## config.mk

```make
export PLATFORM = sky130hd
export DESIGN_NAME = macguffin_sbox_bank
export DESIGN_NICKNAME = d
export VERILOG_FILES = /design/src/rtl/macguffin_pkg.sv /design/src/rtl/sbox_table.sv /design/src/rtl/macguffin_sbox_bank.sv
export SDC_FILE = /design/constraint.sdc
export NUM_CORES = 2
export LEC_CHECK = 0
export CORE_AREA = 2 2 298 300
export DETAILED_ROUTE_END_ITERATION = 12
export DIE_AREA = 0 0 300 302
export DONT_BUFFER_PORTS = 1
export GPL_TIMING_DRIVEN = 0
export PLACE_DENSITY = 0.85
export SETUP_SLACK_MARGIN = 0.5
export SYNTH_ARGS = -nofsm -noshare
export SYNTH_HDL_FRONTEND = slang
export SYNTH_HIERARCHICAL = 1
export SYNTH_SLANG_ARGS = --single-unit
```

## constraint.sdc

```tcl
create_clock -name clk -period 5.5 [get_ports clk]
set_input_delay 0.825 -clock clk [delete_from_list [all_inputs] [get_ports clk]]
set_output_delay 0.825 -clock clk [all_outputs]
set_load 0.05 [all_outputs]
```

## src/rtl/macguffin_pkg.sv

```systemverilog
// Shared constants for the MacGuffin S-box bank: default widths and the eight
// 6->2 MacGuffin S-boxes, built from the DES S-box rows by keeping the two outer output bits.
package macguffin_pkg;

  localparam int DEF_NUM_SBOX = 8;
  localparam int DEF_IN_W     = 6;
  localparam int DEF_OUT_W    = 2;

  typedef logic [0:7][0:63][1:0] mg_sbox_t;
  typedef logic [0:7][0:3][63:0] des_rows_t;

  // DES S1..S8, four rows each, column 0 in the most significant nibble.
  localparam des_rows_t DES_ROWS = {
    64'hE4D12FB83A6C5907, 64'h0F74E2D1A6CB9538, 64'h41E8D62BFC973A50, 64'hFC8249175B3EA06D,
    64'hF18E6B34972DC05A, 64'h3D47F28EC01A69B5, 64'h0E7BA4D158C6932F, 64'hD8A13F42B67C05E9,
    64'hA09E63F51DC7B428, 64'hD709346A285ECBF1, 64'hD6498F30B12C5AE7, 64'h1AD069874FE3B52C,
    64'h7DE3069A1285BC4F, 64'hD8B56F03472C1AE9, 64'hA690CB7DF13E5284, 64'h3F06A1D8945BC72E,
    64'h2C417AB6853FD0E9, 64'hEB2C47D150FA3986, 64'h421BAD78F9C5630E, 64'hB8C71E2D6F09A453,
    64'hC1AF92680D34E75B, 64'hAF427C9561DE0B38, 64'h9EF528C3704A1DB6, 64'h432C95FABE17608D,
    64'h4B2EF08D3C975A61, 64'hD0B7491AE35C2F86, 64'h14BDC37EAF680592, 64'h6BD814A7950FE23C,
    64'hD2846FB1A93E50C7, 64'h1FD8A374C56B0E92, 64'h7B419CE206ADF358, 64'h21E74A8DFC90356B
  };

  // Raw 6-bit index: row = {b5,b0}, column = b4..b1; result = {nibble bit 3, nibble bit 0}.
  function automatic mg_sbox_t gen_macguffin_sbox();
    mg_sbox_t   t;
    logic [5:0] idx;
    logic [1:0] row;
    logic [3:0] col;
    logic [3:0] nib;
    t = '0;
    for (int k = 0; k < 8; k++) begin
      for (int i = 0; i < 64; i++) begin
        idx      = 6'(i);
        row      = {idx[5], idx[0]};
        col      = idx[4:1];
        nib      = DES_ROWS[k][row][4 * (15 - int'(col)) +: 4];
        t[k][i]  = {nib[3], nib[0]};
      end
    end
    return t;
  endfunction

  localparam mg_sbox_t MACGUFFIN_SBOX = gen_macguffin_sbox();

endpackage

```

## src/rtl/sbox_table.sv

```systemverilog
// One programmable IN_W->OUT_W lookup table: register array with a single write
// port, whole-table restore to defaults, and a combinational read.
module sbox_table
  import macguffin_pkg::*;
#(
  parameter int IN_W    = DEF_IN_W,
  parameter int OUT_W   = DEF_OUT_W,
  parameter int BOX_IDX = 0
) (
  input  logic             clk_i,
  input  logic             rst_i,
  input  logic             restore_i,
  input  logic             we_i,
  input  logic [IN_W-1:0]  waddr_i,
  input  logic [OUT_W-1:0] wdata_i,
  input  logic [IN_W-1:0]  raddr_i,
  output logic [OUT_W-1:0] rdata_o
);

  localparam int DEPTH = 2 ** IN_W;

  logic [OUT_W-1:0] mem_q [DEPTH];
  logic [OUT_W-1:0] mem_d [DEPTH];

  function automatic logic [OUT_W-1:0] default_entry(input int addr);
    logic [5:0]       a6;
    logic [2:0]       b3;
    logic [OUT_W-1:0] v;
    a6 = 6'(addr);
    b3 = 3'(BOX_IDX % 8);
    if (IN_W == 6 && OUT_W == 2) begin
      v = OUT_W'(MACGUFFIN_SBOX[b3][a6]);
    end else begin
      v = '0;
    end
    return v;
  endfunction

  // Restore wins over a same-cycle write.
  always_comb begin
    for (int a = 0; a < DEPTH; a++) begin
      mem_d[a] = mem_q[a];
    end
    if (restore_i) begin
      for (int a = 0; a < DEPTH; a++) begin
        mem_d[a] = default_entry(a);
      end
    end else if (we_i) begin
      mem_d[waddr_i] = wdata_i;
    end else begin
      mem_d[0] = mem_q[0];
    end
  end

  always_ff @(posedge clk_i or posedge rst_i) begin
    if (rst_i) begin
      for (int a = 0; a < DEPTH; a++) begin
        mem_q[a] <= default_entry(a);
      end
    end else begin
      for (int a = 0; a < DEPTH; a++) begin
        mem_q[a] <= mem_d[a];
      end
    end
  end

  assign rdata_o = mem_q[raddr_i];

endmodule

```

## src/rtl/macguffin_sbox_bank.sv

```systemverilog
// Bank of NUM_SBOX programmable S-boxes behind a registered valid/ready stage;
// results are sampled from the tables as they stood before the same edge's config update.
module macguffin_sbox_bank
  import macguffin_pkg::*;
#(
  parameter int NUM_SBOX = DEF_NUM_SBOX,
  parameter int IN_W     = DEF_IN_W,
  parameter int OUT_W    = DEF_OUT_W
) (
  input  logic                                          clk,
  input  logic                                          rst,
  input  logic                                          s_valid,
  output logic                                          s_ready,
  input  logic [NUM_SBOX*IN_W-1:0]                      s_data,
  output logic                                          m_valid,
  input  logic                                          m_ready,
  output logic [NUM_SBOX*OUT_W-1:0]                     m_data,
  input  logic                                          cfg_we,
  input  logic [((NUM_SBOX > 1) ? $clog2(NUM_SBOX) : 1)-1:0] cfg_sel,
  input  logic [IN_W-1:0]                               cfg_addr,
  input  logic [OUT_W-1:0]                              cfg_data,
  input  logic                                          cfg_restore,
  output logic                                          cfg_err
);

  localparam int SEL_W = (NUM_SBOX > 1) ? $clog2(NUM_SBOX) : 1;

  logic                        m_valid_q, m_valid_d;
  logic [NUM_SBOX*OUT_W-1:0]   m_data_q, m_data_d;
  logic [NUM_SBOX*OUT_W-1:0]   lookup_s;
  logic                        cfg_err_q, cfg_err_d;
  logic                        accept_s;
  logic                        sel_ok_s;

  assign s_ready  = !m_valid_q || m_ready;
  assign accept_s = s_valid && s_ready;
  assign sel_ok_s = (int'(cfg_sel) < NUM_SBOX);

  for (genvar k = 0; k < NUM_SBOX; k++) begin : g_box
    logic we_s;
    assign we_s = cfg_we && (cfg_sel == SEL_W'(k));

    sbox_table #(
      .IN_W    (IN_W),
      .OUT_W   (OUT_W),
      .BOX_IDX (k)
    ) u_table (
      .clk_i     (clk),
      .rst_i     (rst),
      .restore_i (cfg_restore),
      .we_i      (we_s),
      .waddr_i   (cfg_addr),
      .wdata_i   (cfg_data),
      .raddr_i   (s_data[k*IN_W +: IN_W]),
      .rdata_o   (lookup_s[k*OUT_W +: OUT_W])
    );
  end

  always_comb begin
    m_valid_d = m_valid_q;
    m_data_d  = m_data_q;
    cfg_err_d = cfg_err_q | (cfg_we && !sel_ok_s);
    if (accept_s) begin
      m_valid_d = 1'b1;
      m_data_d  = lookup_s;
    end else if (m_ready) begin
      m_valid_d = 1'b0;
    end else begin
      m_valid_d = m_valid_q;
    end
  end

  always_ff @(posedge clk or posedge rst) begin
    if (rst) begin
      m_valid_q <= 1'b0;
      m_data_q  <= '0;
      cfg_err_q <= 1'b0;
    end else begin
      m_valid_q <= m_valid_d;
      m_data_q  <= m_data_d;
      cfg_err_q <= cfg_err_d;
    end
  end

  assign m_valid = m_valid_q;
  assign m_data  = m_data_q;
  assign cfg_err = cfg_err_q;

endmodule

```

=== Yosys cells after proc, flatten, opt, wreduce, memory -nomap -nowiden ===
Index checks and enable logic that the tools add are counted.

* Flip-flop bits (word level): 1,041
* Input bits: 65
* Output and inout port bits: 19
* Logic and storage cells: 622

* Order comparisons: 10
* Equality and inequality tests: 7
* Multiplexer cells: 60
* Bitwise gates (word level): 9
* Reduce and logical (&&, ||, !) cells: 22

{| class="wikitable"
|+ Operators by type and width
! kind !! count
|-
| bitwise mux 128 bit || 8
|-
| 2-to-1 mux 128 bit || 8
|-
| 2-to-1 mux 126 bit || 8
|-
| binary-select mux 2 bit (select 6 bit) || 8
|-
| greater-or-equal comparator 7 bit (second input constant) || 9
|-
| NOT 6 -> 7 bit || 9
|-
| 2-to-1 mux 2 bit || 25
|-
| nonzero test 2 bit || 9
|-
| demux 2 bit (select 6 bit) || 1
|-
| equality test 3 bit (second input constant) || 4
|-
| logical AND 1 bit || 10
|-
| < comparator 7 x 1 -> 1 bit (second input constant) || 1
|-
| equality test 3 x 2 -> 1 bit (second input constant) || 2
|-
| equality test 3 x 1 -> 1 bit (second input constant) || 1
|-
| logical NOT 3 bit || 1
|-
| 2-to-1 mux 1 bit || 2
|-
| logical NOT 1 bit || 1
|-
| logical OR 1 bit || 1
|}

=== Depth between registers and ports, before layout ===
* Depth in word-level cells: 8
* Gate-level depth with buffers: 10
* Depth with buffers taken out: 8

=== By module ===
Netlist, hierarchy kept.

{| class="wikitable"
|+ Modules (own cells, without submodules)
! module !! instances !! cells an instance !! area each (um^2) !! seq. area each (um^2)
|-
| sbox_table at g_box[0].u_table || 1 || 720 || 7,029.2 || 3,283.1
|-
| sbox_table at g_box[6].u_table || 1 || 722 || 7,021.7 || 3,283.1
|-
| sbox_table at g_box[4].u_table || 1 || 721 || 6,993.0 || 3,283.1
|-
| sbox_table at g_box[1].u_table || 1 || 685 || 6,985.4 || 3,283.1
|-
| sbox_table at g_box[2].u_table || 1 || 728 || 6,947.9 || 3,283.1
|-
| sbox_table at g_box[3].u_table || 1 || 677 || 6,920.4 || 3,283.1
|-
| sbox_table at g_box[7].u_table || 1 || 679 || 6,916.6 || 3,283.1
|-
| sbox_table at g_box[5].u_table || 1 || 728 || 6,900.4 || 3,283.1
|-
| macguffin_sbox_bank || 1 || 53 || 769.5 || 425.4
|}

=== Worst setup path after synthesis ===
OpenSTA, ideal clock, no wires.

* Kind: in2reg
* Start: input s_data[42]
* End: register m_data_q[14], in the netlist m_data[14]
* Library setup time: 0.125 ns
* Arrival: 2.468 ns
* Required time: 5.375 ns
* Slack: 2.908 ns
* Cell stages on the path: 7
* Buffers on the path: 2
* Path through: buf_6 > buf_12 > mux4_1 > mux4_2 > o21ai_1 > o21ai_1 > mux2_2

* Longest elaborated chain between the ends: 4

{| class="wikitable"
|+ Ends and longest elaborated chain
! what !! RTL line !! source
|-
| start, declared || macguffin_sbox_bank.sv:14 || <nowiki>input logic [NUM_SBOX*IN_W-1:0] s_data,</nowiki>
|-
| NOT 6 -> 7 bit (implied by the code) || sbox_table.sv:67 || <nowiki>assign rdata_o = mem_q[raddr_i];</nowiki>
|-
| binary-select mux 2 bit (select 6 bit) || sbox_table.sv:67 ||
|-
| 2-to-1 mux 2 bit (implied by the code) (2 in a row) || sbox_table.sv:67 ||
|-
| named net lookup_s[14] || macguffin_sbox_bank.sv:30 || <nowiki>logic [NUM_SBOX*OUT_W-1:0] lookup_s;</nowiki>
|-
| end signal, assigned || macguffin_sbox_bank.sv:80 || <nowiki>m_data_q <= m_data_d;</nowiki>
|-
| end, declared || macguffin_sbox_bank.sv:29 || <nowiki>logic [NUM_SBOX*OUT_W-1:0] m_data_q, m_data_d;</nowiki>
|}

The timed path passes the listed nets, and every way through them passes these cells. The select of a mux whose other input is x is not followed.
A chain may end at the register's enable or synchronous reset.

=== Final worst setup path ===
* Start: input cfg_sel[2] (netlist name)
* End: register g_box[4].u_table/mem_q[79] (netlist name)

* Longest elaborated chain between the ends: 3

{| class="wikitable"
|+ Ends and longest elaborated chain
! what !! RTL line !! source
|-
| start, declared || macguffin_sbox_bank.sv:19 || <nowiki>input logic [((NUM_SBOX > 1) ? $clog2(NUM_SBOX) : 1)-1:0] cfg_sel,</nowiki>
|-
| equality test 3 bit || macguffin_sbox_bank.sv:41 || <nowiki>assign we_s = cfg_we && (cfg_sel == SEL_W'(k));</nowiki>
|-
| logical AND 1 bit || macguffin_sbox_bank.sv:41 ||
|-
| named net g_box[4].we_s || macguffin_sbox_bank.sv:40 || <nowiki>logic we_s;</nowiki>
|-
| nonzero test 2 bit (no line) || -- ||
|-
| end signal, assigned by index || sbox_table.sv:58 || <nowiki>mem_q[a] <= default_entry(a);</nowiki>
|-
| end signal, assigned by index || sbox_table.sv:62 || <nowiki>mem_q[a] <= mem_d[a];</nowiki>
|-
| end, declared || sbox_table.sv:22 || <nowiki>logic [OUT_W-1:0] mem_q [DEPTH];</nowiki>
|}

The timed path passes the listed nets, and every way through them passes these cells.

==> impl_metrics.tcl <==
set metrics [dict create \
    synth_warnings 6 \
    cts_tree "built" \
    critical_path_required_ns 6.14 \
    power_density_nw_per_um2 281 \
    dieArea_um2 90600 \
    syn_area_per_cell_um2 9.89 \
    final_area_um2 62200 \
    die_x_um 300 \
    row_count 109 \
    crit_type "in2reg" \
    drc_errors 0 \
    max_slew_margin_pct 14.6 \
    final_util_pct 71.0 \
    wl_per_cell_um 26.4 \
    finalClockSkew_ns 0.0200 \
    register_area_um2 26700 \
    cp_slowest_cell "nor3_1" \
    placed_area_um2 58200 \
    num_io_pins 84 \
    area_growth_pct 10.1 \
    top_layer_used "met5" \
    combPwrFrac_pct 8.9 \
    layout-drive-gt1-share_pct 19.3 \
    cts_sinks 1041 \
    finalWeightedCongestion 1.02 \
    cts_root_buf "clkbuf_16" \
    setup_violations 0 \
    p_total_mw 17.5 \
    period_needed_ns 3.23 \
    vias 50600 \
    cts_buffer_depth 3 \
    max_clock_freq_mhz 310 \
    grtUsageTotal_pct 41.0 \
    fin_hold_ws_ns 0.0230 \
    status "complete, no violations" \
    ys_seq_elements 1041 \
    critical_path.endpoint_type "flip-flop" \
    grt_max_degree 102 \
    die_h_um 302 \
    drtPass1Iterations 9 \
    crit_top_cell "nand2_1" \
    multi_input_area_um2 27200 \
    seq_area_frac_synth_pct 47.3 \
    grt.overflow.total 0 \
    nets 5898 \
    internal-power_mw 13.0 \
    start_util_pct 64.5 \
    clk_latency_ns 0.72 \
    io_buffers 0 \
    viasPerCell 7.11 \
    path_max_fanout 10 \
    clkSlewWorstSetupHoldPaths_ns 0.06 \
    sw_frac_of_total_pct 25.9 \
    synthCells 5713 \
    ctsResizeCount 0 \
    htreeDepth 3 \
    syn_nets 5778 \
    wl_met2_um 83600 \
    grt_pass1_wl_um 287000 \
    hpwl_um 122000 \
    p_clk_share_pct 46.2 \
    first_global_vias 49800 \
    num-fill-cells 6094 \
    wl_um 188000 \
    worstPathCellList "nand2_1, nor3_1, nand2b_1, nor3_2, buf_2, nand2_1, a211o_1" \
    numCtsBuffers 109 \
    met3_length_um 26100 \
    finalHoldViolCount 0 \
    rsz0062_at_grt "false" \
    synth_ff_type "dfrtp_1" \
    slew_viol_final 0 \
    met1Wirelength_um 65800 \
    p_seq_share_pct 45.0 \
    core_area_um2 87600 \
    critPathArrivalTime_ns 3.86 \
    tightest_slew_ns 1.27 \
    slowest_delay_ns 0.95 \
    p_switching_mw 4.52 \
    antenna_found_initial 7 \
    drt_iter0_drc 8340 \
    drv_cap 0 \
    post_cts_buffers 0 \
    start_kind "input pin" \
    synth.distinct_cells 81 \
    ir_drop_mv 0.314 \
    post-route-period-util_pct 58.7 \
    hold_path_class "in2async" \
    leakage_nw 24.1 \
    async_reset_ff_share_pct 100 \
    synth_edf_count 0 \
    drtAntennaViolNets 0 \
    syn-cell-area_um2 56500 \
]
[logic make-up after synthesis]
logic type	count (synthesis)	share of synthesized area, %
compound gates	1252	13.8
buf+inv	571	4.57
flops	1041	47.3
mux	461	13.5
other cells	1	0.00664
simple gates	2387	20.8
[synthesized netlist by cell type, types with 172 or more instances]
master	number	area [µm²]
o21ai_0	357	1790
mux2i_1	198	1980
dfrtp_1	529	13200
nor2_1	392	1470
nand3_1	376	1880
and3_1	175	1090
nand2_1	928	3480
clkbuf_1	390	1460
mux4_2	172	3870
a211o_1	295	2580
a21oi_1	434	2170
dfstp_2	512	13500
[critical path: cells and delay by family]
kind                   cells  cell delay (ns)
buffers and inverters      1             0.43
AOI/OAI and AO/OA          1             0.31
and+or+nand+nor            5             2.27
[layout make-up]
| type | count | share of cell area [%] |
|---|---|---|
| clock inverters | 56 | 1.26 |
| clock buffers | 152 | 5.08 |
| inverters | 22 | 0.197 |
| diodes | 13 | 0.0523 |
| multi-input cells | 4101 | 43.8 |
| repair buffers | 9 | 0.370 |
| well taps | 1165 | 2.34 |
| plain buffers | 549 | 4.02 |
| flip-flops and latches | 1041 | 42.9 |
[per-layer routing]
metal / GRT usage [%] / up-vias
li1: - / 20700
met1: 52.6 / 24600
met2: 62.2 / 4225
met3: 12.1 / 1026
met4: 24.3 / 4
met5: 0 / -
[power groups by stage]
stage | combinational [mW] | clock [mW] | sequential (mW)
after global placement | 1.43 | 0 | 7.98
after global routing | 1.61 | 8.41 | 7.86
after floorplan | 0.996 | 0 | 7.96
final | 1.55 | 8.07 | 7.86
after CTS | 1.49 | 8.11 | 7.86
after detailed placement | 1.47 | 0 | 7.99
[metrics by stage]
stage                     setup WS, ns  TNS [ns]  cells
after floorplan                   1.37         0   5713
after global placement         -0.0250     -1.68   6878
after detailed placement          1.79         0   6886
after CTS                         2.53         0   7095
after global routing              2.28         0   7096
final                             2.27         0   7108
[flip-flops by register name (all words and copies together), names as in the netlist]
| signal | cells |
|---|---|
| m_valid | 1 |
| g_box.u_table/mem_q | 1024 |
| m_data | 16 |
[cells in the final DEF (no fill, tap or decap), types with 90 or more instances in the layout]
master     instances
dfstp_2          512
dfrtp_1          529
mux4_2           172
clkbuf_16        109
nand3_1          376
a211o_1          295
clkbuf_1         406
and3_1           175
a21oi_1          434
mux2i_1          198
nand2_1          928
nand3b_1          90
nor2b_1          162
nor2_1           392
buf_2            104
o21ai_0          357
[final timing paths]
kind                                        startpoint                           to  slack [ns]  cells after the start
setup / recovery                            cfg_sel[2]   g_box[4].u_table/mem_q[79]        2.27                      7
hold / removal                                     rst   g_box[7].u_table/mem_q[31]        0.02                      1
setup reg to reg           g_box[4].u_table/mem_q[117]                    m_data[9]        3.11                      5
hold reg to reg             g_box[2].u_table/mem_q[38]   g_box[2].u_table/mem_q[38]        0.49                      2
max in group asynchronous                          rst  g_box[3].u_table/mem_q[121]        3.65                      3
min in group clk                               s_valid                      m_valid        0.23                      1
[what timing repair did]
item | in CTS | in global routing
hold buffers | 1 | 0
hold endpoints to repair | 50 | 0
setup endpoints to repair | 0 | 0
No activity file was read; power rests on OpenSTA's default activity.
